## src/rtl/aes_mode_ctrl.sv

```systemverilog
// Block-cipher mode controller: sequences ECB/CBC/CTR messages one block at a
// time through an external AES core, with ready/valid on both data sides.
module aes_mode_ctrl #(
  parameter int LEN_W = 16,
  parameter int CTR_W = 32
) (
  input  logic             clk,
  input  logic             rst,
  input  logic             cfg_start,
  input  logic [1:0]       cfg_mode,
  input  logic [127:0]     cfg_key,
  input  logic [127:0]     cfg_iv,
  input  logic [LEN_W-1:0] cfg_nblk,
  input  logic             in_valid,
  output logic             in_ready,
  input  logic [127:0]     in_data,
  output logic             out_valid,
  input  logic             out_ready,
  output logic [127:0]     out_data,
  output logic             out_last,
  output logic             core_start,
  output logic [127:0]     core_key,
  output logic [127:0]     core_din,
  input  logic             core_busy,
  input  logic             core_done,
  input  logic [127:0]     core_dout,
  output logic             busy,
  output logic             done,
  output logic             err,
  output logic [LEN_W-1:0] blk_cnt
);

  localparam logic [1:0] MODE_ECB = 2'd0;
  localparam logic [1:0] MODE_CBC = 2'd1;
  localparam logic [1:0] MODE_CTR = 2'd2;
  localparam logic [1:0] MODE_BAD = 2'd3;

  // Only the low CTR_W bits of the counter take part in the increment.
  localparam logic [127:0] CTR_MASK = (128'd1 << CTR_W) - 128'd1;

  typedef enum logic [2:0] {
    IDLE,
    LOAD,
    ISSUE,
    WAIT,
    OUT,
    FIN
  } state_t;

  state_t             state_q, state_d;
  logic [1:0]         mode_q, mode_d;
  logic [127:0]       key_q, key_d;
  logic [127:0]       chain_q, chain_d;
  logic [127:0]       ctr_q, ctr_d;
  logic [LEN_W-1:0]   nblk_q, nblk_d;
  logic [127:0]       blk_q, blk_d;
  logic [127:0]       res_q, res_d;
  logic [LEN_W-1:0]   blk_cnt_q, blk_cnt_d;
  logic               err_q, err_d;

  logic [LEN_W:0]     blk_cnt_inc;
  logic               more_blocks;
  logic [127:0]       ctr_inc;

  // The core's own busy flag is informational; sequencing relies on core_done.
  logic               unused_core_busy;
  assign unused_core_busy = core_busy;

  assign blk_cnt_inc = {1'b0, blk_cnt_q} + {{LEN_W{1'b0}}, 1'b1};
  assign more_blocks = blk_cnt_inc < {1'b0, nblk_q};
  assign ctr_inc     = ctr_q + 128'd1;

  always_ff @(posedge clk) begin
    if (rst) begin
      state_q   <= IDLE;
      mode_q    <= MODE_ECB;
      key_q     <= '0;
      chain_q   <= '0;
      ctr_q     <= '0;
      nblk_q    <= '0;
      blk_q     <= '0;
      res_q     <= '0;
      blk_cnt_q <= '0;
      err_q     <= 1'b0;
    end else begin
      state_q   <= state_d;
      mode_q    <= mode_d;
      key_q     <= key_d;
      chain_q   <= chain_d;
      ctr_q     <= ctr_d;
      nblk_q    <= nblk_d;
      blk_q     <= blk_d;
      res_q     <= res_d;
      blk_cnt_q <= blk_cnt_d;
      err_q     <= err_d;
    end
  end

  always_comb begin
    state_d   = state_q;
    mode_d    = mode_q;
    key_d     = key_q;
    chain_d   = chain_q;
    ctr_d     = ctr_q;
    nblk_d    = nblk_q;
    blk_d     = blk_q;
    res_d     = res_q;
    blk_cnt_d = blk_cnt_q;
    err_d     = err_q;

    case (state_q)
      IDLE: begin
        if (cfg_start) begin
          mode_d    = cfg_mode;
          key_d     = cfg_key;
          chain_d   = cfg_iv;
          ctr_d     = cfg_iv;
          nblk_d    = cfg_nblk;
          blk_cnt_d = '0;
          err_d     = (cfg_mode == MODE_BAD);
          // Empty or illegal messages skip straight to completion.
          if ((cfg_nblk == '0) || (cfg_mode == MODE_BAD)) begin
            state_d = FIN;
          end else begin
            state_d = LOAD;
          end
        end
      end

      LOAD: begin
        if (in_valid) begin
          blk_d   = in_data;
          state_d = ISSUE;
        end
      end

      ISSUE: begin
        state_d = WAIT;
        if (mode_q == MODE_CTR) begin
          ctr_d = (ctr_inc & CTR_MASK) | (ctr_q & ~CTR_MASK);
        end
      end

      WAIT: begin
        if (core_done) begin
          if (mode_q == MODE_CTR) begin
            res_d = core_dout ^ blk_q;
          end else begin
            res_d = core_dout;
          end
          if (mode_q == MODE_CBC) begin
            chain_d = core_dout;
          end
          state_d = OUT;
        end
      end

      OUT: begin
        if (out_ready) begin
          blk_cnt_d = blk_cnt_inc[LEN_W-1:0];
          state_d   = more_blocks ? LOAD : FIN;
        end
      end

      FIN: begin
        err_d   = 1'b0;
        state_d = IDLE;
      end

      default: state_d = IDLE;
    endcase
  end

  always_comb begin
    core_din = '0;
    if (state_q == ISSUE) begin
      case (mode_q)
        MODE_CBC: core_din = blk_q ^ chain_q;
        MODE_CTR: core_din = ctr_q;
        default:  core_din = blk_q;
      endcase
    end
  end

  assign in_ready   = (state_q == LOAD);
  assign core_start = (state_q == ISSUE);
  assign core_key   = key_q;
  assign out_valid  = (state_q == OUT);
  assign out_data   = res_q;
  assign out_last   = (state_q == OUT) && !more_blocks;
  assign busy       = (state_q == LOAD) || (state_q == ISSUE) ||
                      (state_q == WAIT) || (state_q == OUT);
  assign done       = (state_q == FIN);
  assign err        = (state_q == FIN) && err_q;
  assign blk_cnt    = blk_cnt_q;

endmodule
```

## config.mk

```make
export PLATFORM = sky130hd
export DESIGN_NAME = aes_mode_ctrl
export DESIGN_NICKNAME = d
export VERILOG_FILES = /design/src/rtl/aes_mode_ctrl.sv
export SDC_FILE = /design/constraint.sdc
export NUM_CORES = 2
export LEC_CHECK = 0
export BUFFER_PORTS_ARGS = -buffer_cell sky130_fd_sc_hd__buf_2
export CORE_AREA = 2 2 367 369
export CTS_CLUSTER_SIZE = 14
export DETAILED_ROUTE_END_ITERATION = 6
export DIE_AREA = 0 0 369 371
export MAX_ROUTING_LAYER = met4
export SLEW_MARGIN = 5
export SYNTH_ARGS = -nofsm -noshare
export SYNTH_HDL_FRONTEND = slang
export SYNTH_SLANG_ARGS = --single-unit
```

## constraint.sdc

```tcl
create_clock -name clk -period 3.4 [get_ports clk]
set_input_delay 0.34 -clock clk [delete_from_list [all_inputs] [get_ports clk]]
set_output_delay 0.34 -clock clk [all_outputs]
set_load 0.03 [all_outputs]
```

==> run summary <==
Tmin final: 3.49 ns
Rel. slew slack: 0.428
Area growth, synth to finish: 46.4%
Seq/Total Area, Yosys: 0.418
crit share post-route: 1.03
Lkg Pwr: 19.4 nW
dpl cells: 6801
CTS Buf Count: 82
max cap viols: 0
clk sinks: 678
die height: 371 um
Die X: 369 um
final wirelength: 149 mm
share of post-route cells with drive strength above 1: 0.214
pre-CTS setup slack: 0.289 ns
RSZ-0062 raised after global routing: true
failing checks: setup timing
Seq cells post-synth: 678
mapped cell area: 32500 um^2
Max Root-Sink Buffers: 3
ys async rst share: 0
DP HPWL: 101 mm
outcome: complete, but fails checks
most common cell after layout, fill and taps aside: nand2_1
initial antenna violation count: 28
Worst VDD drop: 414 uV
gp weighted congestion: 0.919
Yosys warning count: 0
post-synthesis cell type count: 61
number of synthesized flops with an enable pin: 0
Post-Syn Instances: 4360
Worst Path Required: 3.06 ns
Clock transition at path regs: 0.06 ns
Clk Latency, worst-skew pair: 0.69 ns
Setup WS post-layout: -0.0905 ns
CTS tree: done
critical path peak fanout: 8
Clock Skew: 0.0260 ns
Critical Path End Type: primary output
vias in the first global route: 34800
Post-Syn Nets: 4916
Antenna Nets Post-Route: 0
die area: 137000 um^2
Worst Path Arrival: 3.15 ns
wire length per cell: 19.8 um
Placed Area: 39200 um^2
DR DRC count: 0
row cnt: 134
1st-pass router iterations: 6
dominant cells by area after synthesis: dfxtp_1 42%, nand2_1 14%, a21oi_1 8.3%, a211oi_1 6.1%, o21ai_0 4.4%
htree depth: 3
Tot GR Track Use: 0.212
post-synth top area share: 0.418
crit path launch type: register
Initial DRC Count: 2929
most frequent cells in the layout: 1179 x nand2_1, 940 x buf_2, 667 x dfxtp_1
Final setup viols: 1
Fin. Hold Viols: 0
Final Slew Violations: 0
Worst-Margin Slew: 0.858 ns
design area: 47500 um^2
final non-filler cell total: 7523
Core ar.: 133000 um^2
NumNets Final: 6223
Ports: 944
routed via count: 36400
total gr overflow: 0
number of I/O port buffers: 942
Initial Util: 0.245
top_reg_cell synth: dfxtp_1
PwrDens: 465 nW/um^2
first-pass GRT wire length: 216 mm
worst min path class: in2reg
vias per cell: 4.84
largest net degree at the start of global routing: 120
Worst Path Class, Setup: reg2out
Post-Synthesis Mean Instance Area: 7.45 um^2
clk root buf: clkbuf_16
largest area contributor in the netlist: dfxtp_1
Max Freq: 286 MHz
[path summary, 6_finish.rpt]
| kind | from | endpoint | slack, ns | cells after the start |
|---|---|---|---|---|
| worst max-delay path | blk_cnt[8] | out_last | -0.09 | 10 |
| worst max register to register | state_q[2] | chain_q[26] | 0.43 | 6 |
| worst min-delay path | cfg_iv[30] | ctr_q[30] | 0.08 | 3 |
| worst min register to register | core_key[12] | core_key[12] | 0.45 | 2 |
[repair_timing]
item	in CTS	in global routing
pin swaps	10	12
hold buffers	532	0
resized for setup	27	8
endpoints found under the hold margin	616	0
endpoints found under the setup margin	4	1
cloned	1	0
buffers inserted	9	8
[stage by stage]
stage / power [mW] / hold slack [ns] / TNS [ns] / util
finish: 22.1 / 0.0836 / -0.0905 / 0.358
global route: 23.0 / 0.0586 / -0.285 / 0.358
CTS: 22.3 / 0.00224 / -0.264 / 0.357
detailed placement: 12.7 / 0.443 / 0 / 0.295
global placement: 12.6 / 0.439 / 0 / 0.295
floorplan: 11.2 / 0.432 / 0 / -
[power breakdown]
part / total, mW / internal (mW) / switching, mW / leakage, nW
clock network: 8.94 / 5.13 / 3.81 / 1.32
registers: 8.92 / 8.50 / 0.420 / 5.55
logic: 4.24 / 1.66 / 2.58 / 12.6
[flip-flops by register name (all words and copies together) (netlist names)]
register and cells:
blk_q 128, chain_q 128, core_key 128, ctr_q 128
out_data 128, blk_cnt 16, nblk_q 16, state_q 3
mode_q 2, err_q 1
[area by class of cell]
class | count | area (um^2)
timing repair buffer | 1581 | 11300
multi-input combinational | 3300 | 17500
antenna | 25 | 62.6
fill | 13700 | 85200
clock buffer | 125 | 2430
tap | 1768 | 2210
clock inverter | 22 | 264
inverter | 24 | 91.3
sequential | 678 | 13600
[kinds of logic (layout without fill, tap and decap cells)]
family                   after synthesis  count (layout)  share of synthesized area
buffers and inverters                383            1752                     0.0476
AO/OA/AOI/OAI                       1150            1150                      0.203
other                                  0              25                          0
adder cells (fa/ha/maj)               19              19                    0.00732
multiplexers                         134             134                     0.0414
flip-flops                           678             678                      0.418
AND/OR/NAND/NOR                     1853            1854                      0.244
XOR/XNOR                             143             143                     0.0386
[cells in the mapped netlist, types with 3 or more instances]
cell type,number
a211oi_1,265
a21o_1,4
a21oi_1,537
a221oi_1,3
a22oi_1,7
a31oi_1,18
a41o_1,3
and2_1,5
and3_1,11
and4_1,3
buf_1,18
buf_2,78
clkbuf_1,259
dfxtp_1,678
ha_1,19
inv_1,23
mux2i_1,132
nand2_1,1181
nand2b_1,130
nand3_1,33
nand4_1,19
nor2_1,292
nor2b_1,132
nor3_1,11
nor4_1,8
o211ai_1,5
o21ai_0,283
o22ai_1,5
o31ai_1,7
or2_2,5
or3_1,5
or4_1,4
xnor2_1,12
xor2_1,131
[critical path, stage by stage (launching register included)]
cell       delay (ns)
dfxtp_2          0.42
and3_4           0.26
and3_2           0.26
nand4_1          0.16
xnor2_1          0.19
ha_1             0.31
nand3_2          0.13
nor4_4           0.28
a2bb2oi_2        0.10
a31oi_2          0.21
buf_6            0.17
[metal layers]
layer / up-vias / share of wire / global-route usage
li1: 17400 / - / -
met1: 17300 / 0.43 / 0.270
met2: 1430 / 0.45 / 0.320
met3: 353 / 0.075 / 0.0459
met4: 0 / 0.042 / 0.0964
met5: - / 0 / -
(Power assumes the default switching activity.)
